$ cat src/rtl/bit_message_printer.sv
// Collects ASCII '0'/'1' bytes into a MSG_LEN-entry bit buffer and replays them to the UART tx.
// Optional CR/LF trailer after each message when BIT_MESSAGE_PRINTER_CRLF_EN is defined.
module bit_message_printer #(
  parameter int unsigned MSG_LEN    = 10,
  parameter int unsigned CNT_W      = 4,
  parameter logic [7:0]  FLUSH_CHAR = 8'h0D
) (
  input  logic             clk,
  input  logic             rst_n,
  input  logic [7:0]       rx_data,
  input  logic             new_rx_data,
  input  logic             tx_busy,
  output logic [7:0]       tx_data,
  output logic             new_tx_data,
  output logic [CNT_W-1:0] count,
  output logic             printing,
  output logic             overrun
);

  typedef enum logic [1:0] {COLLECT, PRINT, SEND, GAP} state_t;

  localparam logic [CNT_W-1:0] LAST_IDX = CNT_W'(MSG_LEN - 1);
  localparam logic [CNT_W-1:0] PTR_ONE  = CNT_W'(1);

  // Reset asserts asynchronously but releases two edges after rst_n rises.
  logic [1:0] rst_sync;
  logic       rst_int_n;

  always_ff @(posedge clk or negedge rst_n) begin
    if (!rst_n) rst_sync <= 2'b00;
    else        rst_sync <= {rst_sync[0], 1'b1};
  end

  assign rst_int_n = rst_sync[1];

  state_t             state, state_next;
  logic [CNT_W-1:0]   wr_ptr, rd_ptr;
  logic [MSG_LEN-1:0] buffer;
  logic               busy_q;
`ifdef BIT_MESSAGE_PRINTER_CRLF_EN
  logic [1:0]         trl_sent;
`endif

  logic       is_bit;
  logic       store_en;
  logic       load_en;
  logic       data_load;
  logic       clear_ptrs;
  logic [7:0] load_byte;

  assign is_bit = (rx_data == 8'h30) || (rx_data == 8'h31);

  // NOTE: every combinational output gets a default first, so no path leaves a value unassigned (no latch).
  always_comb begin
    state_next = state;
    store_en   = 1'b0;
    load_en    = 1'b0;
    data_load  = 1'b0;
    clear_ptrs = 1'b0;
    load_byte  = tx_data;
    unique case (state)
      COLLECT: begin
        if (new_rx_data) begin
          if (is_bit) begin
            store_en = 1'b1;
            if (wr_ptr == LAST_IDX) state_next = PRINT;
          end else if (rx_data == FLUSH_CHAR && wr_ptr != '0) begin
            state_next = PRINT;
          end
        end
      end
      PRINT: begin
        if (rd_ptr != wr_ptr) begin
          if (!busy_q) begin
            load_en    = 1'b1;
            data_load  = 1'b1;
            load_byte  = {7'b0011000, buffer[rd_ptr]};
            state_next = SEND;
          end
`ifdef BIT_MESSAGE_PRINTER_CRLF_EN
        end else if (trl_sent != 2'd2) begin
          if (!busy_q) begin
            load_en    = 1'b1;
            load_byte  = (trl_sent == 2'd0) ? 8'h0D : 8'h0A;
            state_next = SEND;
          end
`endif
        end else begin
          clear_ptrs = 1'b1;
          state_next = COLLECT;
        end
      end
      SEND:    state_next = GAP;
      GAP:     state_next = PRINT;
      default: state_next = COLLECT;
    endcase
  end

  // NOTE: sequential state uses non-blocking assignments so every register samples pre-edge values.
  always_ff @(posedge clk or negedge rst_int_n) begin
    if (!rst_int_n) begin
      state       <= COLLECT;
      wr_ptr      <= '0;
      rd_ptr      <= '0;
      // NOTE: the bit buffer is only MSG_LEN flops, so it is cleared with the rest of the state.
      buffer      <= '0;
      busy_q      <= 1'b1;
      tx_data     <= 8'h00;
      new_tx_data <= 1'b0;
      overrun     <= 1'b0;
    end else begin
      state       <= state_next;
      busy_q      <= tx_busy;
      new_tx_data <= load_en;
      overrun     <= new_rx_data && (state != COLLECT);
      if (store_en) begin
        buffer[wr_ptr] <= rx_data[0];
        wr_ptr         <= wr_ptr + PTR_ONE;
      end
      if (load_en) tx_data <= load_byte;
      if (data_load) rd_ptr <= rd_ptr + PTR_ONE;
      if (clear_ptrs) begin
        wr_ptr <= '0;
        rd_ptr <= '0;
      end
    end
  end

`ifdef BIT_MESSAGE_PRINTER_CRLF_EN
  always_ff @(posedge clk or negedge rst_int_n) begin
    if (!rst_int_n)              trl_sent <= 2'd0;
    else if (clear_ptrs)         trl_sent <= 2'd0;
    else if (load_en && !data_load) trl_sent <= trl_sent + 2'd1;
  end
`endif

  assign printing = (state != COLLECT);
  assign count    = (state == COLLECT) ? wr_ptr : (wr_ptr - rd_ptr);

endmodule

$ cat config.mk
export PLATFORM = sky130hd
export DESIGN_NAME = bit_message_printer
export DESIGN_NICKNAME = d
export VERILOG_FILES = /design/src/rtl/bit_message_printer.sv
export SDC_FILE = /design/constraint.sdc
export NUM_CORES = 1
export LEC_CHECK = 0
export ABC_AREA = 1
export BUFFER_PORTS_ARGS = -buffer_cell sky130_fd_sc_hd__buf_2
export CAP_MARGIN = 20
export CORE_UTILIZATION = 50
export CTS_BUF_LIST = sky130_fd_sc_hd__clkbuf_8
export DETAILED_ROUTE_END_ITERATION = 6
export PLACE_DENSITY = 0.79
export SYNTH_ARGS = -nofsm -noshare
export SYNTH_HDL_FRONTEND = slang
export SYNTH_SLANG_ARGS = --single-unit
$ cat constraint.sdc
create_clock -name clk -period 2.6 [get_ports clk]
set_input_delay 0.52 -clock clk [delete_from_list [all_inputs] [get_ports clk]]
set_output_delay 0.52 -clock clk [all_outputs]
set_load 0.005 [all_outputs]
==> results of run 1 <==
## flip-flops by register name, summed over array words and instances (netlist names)
signal	flops
overrun	1
wr_ptr	4
state	2
buffer	10
new_tx_data	1
busy_q	1
rd_ptr	4
tx_data	2
rst_sync	2
## cell families after synthesis
family                   synth area share
adder cells (fa/ha/maj)           0.09920
buffers and inverters             0.09190
other                            0.004378
AND/OR/NAND/NOR                    0.2589
XOR/XNOR                          0.02553
flip-flops                         0.3946
AO/OA/AOI/OAI                      0.1255
## placed cells by master (no fill, tap or decap), types with 2 or more instances in the layout
cell type  instances
a21oi_1            2
o21ai_0           25
nand2_1           42
nand4_1            3
inv_2              2
nor2_1            22
xor2_1             3
nand2_2            2
nor3_1             2
clkbuf_8           3
buf_2             21
xnor2_1            2
nor2_2             2
nand3_1           17
conb_1             6
o31ai_1            9
inv_1             23
ha_1              12
dfrtp_1           26
## final timing paths
kind	start	to	slack, ns
max	wr_ptr[0]$_DFFE_PN0P_	count[2]	0.15
min in group clk	tx_busy	busy_q$_DFF_PN1_	0.33
max reg2reg	state[1]$_DFFE_PN0P_	wr_ptr[3]$_DFFE_PN0P_	0.62
min reg2reg	rst_sync[1]$_DFF_PN0_	buffer[1]$_DFFE_PN0P_	0.08
min	rst_sync[1]$_DFF_PN0_	buffer[1]$_DFFE_PN0P_	0.08
max in group asynchronous	rst_sync[1]$_DFF_PN0_	busy_q$_DFF_PN1_	1.94
## worst max-delay path: stages (launching register included)
cell	delay (ns)
dfrtp_1	0.44
inv_1	0.16
ha_1	0.20
inv_1	0.05
fa_1	0.38
xnor2_1	0.13
o21ai_0	0.15
buf_2	0.14
## per-layer routing
layer | routed length, um | GRT usage
met1 | 1614 | 0.2963
met2 | 1719 | 0.3611
met3 | 138 | 0.03412
met4 | 51 | 0.08117
met5 | 0 | 0
## per-stage QoR
| step | setup slack, ns | instances |
|---|---|---|
| 3_5_place_dp | 0.5021 | 276 |
| 3_3_place_gp | 0.5538 | 276 |
| 6_report | 0.1508 | 282 |
| 5_1_grt | 0.04585 | 282 |
| 4_1_cts | 0.1748 | 281 |
| 2_1_floorplan | 0.6744 | 218 |
## power breakdown
part	leakage, uW	internal (uW)	switching [uW]	total (uW)
Combinational	0.000585	200	356	556
Sequential	0.000357	468	43.0	511
Clock	0.0000261	113	149	262
## timing repair
item                                   CTS  global route
resized for setup                        0             0
endpoints found under the hold margin    2             0
hold buffers                             1             0
## cell type report
type	instances	share of cell area
flip-flops and latches	27	0.3515
clock buffers	3	0.02144
repair buffers	24	0.07797
well taps	44	0.02859
multi-input cells	157	0.4652
inverters	26	0.05068
clock inverters	1	0.004548
==> out/qor.yml, run 1 <==
routing:
  drtIter0Drc: 94
  post_drt_wl_per_cell_um: 12.49
  viasPerCell: 5.117
  drcViolationCount: 0
  ant_nets: 0
  drtPass1Iterations: 4
  finalWirelength_um: 3523
  via_count: 1443
synth:
  syn_inst: 214
  async_flop_share: 1.000
  synth_area_leaders: "dfrtp_1 38%, nand2_1 9.2%, ha_1 8.8%"
  synth_top_area_share: 0.3793
  synth_area_um2: 1715
  ys.flop_type: "dfrtp_1"
  synth_edf_count: 0
  post_synth.cell_area_avg_um2: 8.016
  synth.most_common_cell: "nand2_1"
  synth_common_cells: "42 x nand2_1, 26 x dfrtp_1, 25 x o21ai_0"
  synth-seq-cells: 27
  synth_cell_type_count: 30
  yosysWarningCount: 0
  synth_top_area_cell: "dfrtp_1"
  yosysSeqAreaShare: 0.3946
global_route:
  gr-usage-all-layers: 0.2204
  grt_overflow: 0
  grt_pass1_wl_um: 5982
  grt_max_degree: 26
  antenna_found_initial: 0
  grt_pass1_vias: 1384
placed_design:
  place_area_um2: 1838
  io_buffer_count: 21
  gp_congestion: 0.8239
  dp_hpwl_um: 2600
clock_tree:
  clock-sinks: 27
  numCtsBuffers: 3
  cts-root-buf: "clkbuf_8"
  cts_tree: "yes"
  htreeDepth: 1
  clk_pin_slew_ns: 0.11
  clockBufferDepth: 2
  insertion_delay_ns: 0.28
  post_cts_buffers: 0
finish:
  multi_input_area_um2: 895.9
  n_antenna_cell: 0
  regArea_um2: 676.9
  design_area_um2: 1926
  area_growth_pct: 12.25
  layout.nets: 264
  drive_above_1_share: 0.1597
  fin_util: 0.6107
  nFillCells: 301
power:
  power.total_uw: 1329
  peakVddDrop_uv: 300.2
  p_per_area_nw_per_um2: 690.1
  leakagePower_uw: 0.0009683
timing:
  hold_slack_ns: 0.08331
  tns_ns: 0
  report.final.slew_viol_count: 0
  finalCriticalPeriod_ns: 2.449
  rsz0062_at_grt: "no"
  fin_worst_skew_ns: 0.008091
  setup_viol: 0
  hold_viol: 0
  max_freq_ghz: 0.4083
  fin_crit_sh: 0.9420
die:
  start_util: 0.5440
  core_area_um2: 3153
  io_pins: 27
  die_w_um: 60.57
  die_height_um: 60.57
  rows: 20
  die_area_um2: 3669
critical_path:
  reg2regPathDepth: 6
  crit_path_start_kind: "register"
  crit_required_ns: 2.08
  endpoint_kind: "output pin"
  critPathMaxFanout: 5
  path_class: "reg -> out"
  arrival_ns: 1.93
min_path:
  hp-class: "reg -> async"
run_status:
  status: "completed"
run:
  cap_violations: 0
(Power assumes the default switching activity.)
==> inputs of run 2 (changes only) <==
Settings changed: CORE_MARGIN from default to 2.
Clock period 2.6 ns to 2.65 ns, I/O delays scaled along.
==> out/qor.yml, run 2 (synthesis results as in run 1) <==
global_route:
  grt_use_met2: 0.3454  # -0.01564
  grt_max_degree: 26  # unchanged
  gr-usage-met3: 0.01982  # -0.01430
  antenna_found_initial: 0  # unchanged
  grt_pass1_vias: 1471  # +6.3%
  gr-usage-all-layers: 0.2035  # -0.01688
  use_met1: 0.2572  # -0.03910
  grt_pass1_wl_um: 6437  # +7.6%
  grt_overflow: 0  # unchanged
  grt_busiest_layer: "met2"
timing:
  report.final.slew_viol_count: 0  # unchanged
  tns_ns: 0  # unchanged
  relSlewSlack: 0.6703
  finalCriticalPeriod_ns: 2.469
  rsz0062_at_grt: "no"
  hold_viol: 0  # unchanged
  setup_viol: 0  # unchanged
  fin_worst_skew_ns: 0.007684  # -0.0004064 ns
  setup_ws_ns: 0.1808  # +0.02999 ns
  worst-slew-pin-transition_ns: 0.4908
  fin_crit_sh: 0.9318
  max_freq_ghz: 0.4050
routing:
  finalWirelength_um: 3600  # +2.2%
  ant_nets: 0  # unchanged
  via_count: 1494  # +3.5%
  post_drt_wl_per_cell_um: 12.72  # +1.8%
  viasPerCell: 5.279  # +3.2%
  drtPass1Iterations: 4  # unchanged
  drtIter0Drc: 101  # +7.4%
  drcViolationCount: 0  # unchanged
critical_path:
  worst_path_max_delay_cell: "dfrtp_1"
  endpoint_kind: "output pin"
  crit_required_ns: 2.12  # +0.04 ns
  crit_path_start_kind: "register"
  path_class: "reg -> out"
  slowest_delay_ns: 0.45  # about the same
  arrival_ns: 1.94  # about the same
  critPathMaxFanout: 5  # unchanged
  crit_top_cell: "inv_1"
  path_cells: "inv_1 -> ha_1 -> inv_1 -> fa_1 -> xnor2_1 -> o21ai_0 -> buf_2"
min_path:
  hp-class: "in -> async"
placed_design:
  io_buffer_count: 21  # unchanged
  post-place-ws_ns: 0.5377  # +0.03566 ns
  place_area_um2: 1841  # +0.14%
  dp_hpwl_um: 2724  # +4.8%
  gp_congestion: 0.8879  # +7.8%
die:
  io_pins: 27  # unchanged
  rows: 21  # +5.0%
  start_util: 0.5181  # -0.02591
  die_height_um: 62.57  # +3.3%
  core_area_um2: 3311  # +5.0%
  die_w_um: 62.57  # +3.3%
  die_area_um2: 3915  # +6.7%
finish:
  area_growth_pct: 11.60
  n_antenna_cell: 0  # unchanged
  top_regs: "buffer: 10 flops, rd_ptr: 4 flops, wr_ptr: 4 flops"
  top_register: "buffer"
  design_area_um2: 1914  # -0.58%
  layout.nets: 263  # -0.38%
  final_common_cell: "nand2_1"
  final_cell_mix: "42 x nand2_1, 26 x dfrtp_1, 25 x o21ai_0"
  fin_util: 0.5782  # -0.03248
  drive_above_1_share: 0.1603  # +0.0006737
  largest_reg_flops: 10  # unchanged
clock_tree:
  htreeDepth: 1  # unchanged
  clock-sinks: 27  # unchanged
  cts_tree: "yes"
  cts_resized: 0  # unchanged
  post_cts_buffers: 0  # unchanged
  holdBufCountCts: 0  # -1
  clk_pin_slew_ns: 0.10  # about the same
  insertion_delay_ns: 0.29  # about the same
  numCtsBuffers: 3  # unchanged
  cts-root-buf: "clkbuf_8"
  clockBufferDepth: 2  # unchanged
power:
  peakVddDrop_uv: 360.8  # +20%
  leakagePower_uw: 0.0009635  # -0.50%
  p_per_area_nw_per_um2: 677.4  # -1.8%
  power.total_uw: 1297  # -2.4%
run_status:
  status: "completed"
run:
  cap_violations: 0  # unchanged
## run 2: worst max-delay path, delay by kind of cell, from the launching register on
kind                     cells  cell delay (ns)
AO/OA/AOI/OAI                1             0.15
XOR/XNOR                     1             0.13
flip-flops                   1             0.45
adder cells (fa/ha/maj)      2             0.57
buffers and inverters        3             0.36
## run 2: final cells by class
class / count / area (um^2)
Multi-Input combinational cell: 157 / 895.9
Tap cell: 46 / 57.56
Timing Repair Buffer: 23 / 140.1
Fill cell: 325 / 1396
Inverter: 26 / 97.59
Clock buffer: 3 / 41.29
Sequential cell: 27 / 676.9
Clock inverter: 1 / 5.005
## run 2: through the flow
step                instances  hold WS, ns
global route              283     0.004483
floorplan                 218       0.2344
finish                    283      0.01330
CTS                       282      0.01029
global placement          278       0.3163
detailed placement        278       0.3198
## run 2: routing by layer
layer / vias up / share of wire
li1: 732 / -
met1: 701 / 0.44
met4: 0 / 0.037
met5: - / 0
met2: 48 / 0.48
met3: 13 / 0.044
## run 2: worst paths after layout
path                                            start                     to  slack [ns]  cells after the start
worst max-delay path            wr_ptr[0]$_DFFE_PN0P_               count[2]        0.18                      7
worst min-delay path                            rst_n  rst_sync[0]$_DFF_PN0_        0.01                      1
worst max register to register  rd_ptr[1]$_DFFE_PN0P_  wr_ptr[0]$_DFFE_PN0P_        0.81                      7
worst min register to register  rst_sync[1]$_DFF_PN0_  buffer[9]$_DFFE_PN0P_        0.16                      0
max in group asynchronous       rst_sync[1]$_DFF_PN0_       busy_q$_DFF_PN1_        1.98                      1
min in group clk                              tx_busy       busy_q$_DFF_PN1_        0.33                      1
## run 2: where the power goes
group          leakage, uW  switching (uW)  internal, uW
clock            0.0000255             138           106
sequential        0.000357            42.2           459
combinational     0.000581             346           205
total             0.000963             526           770
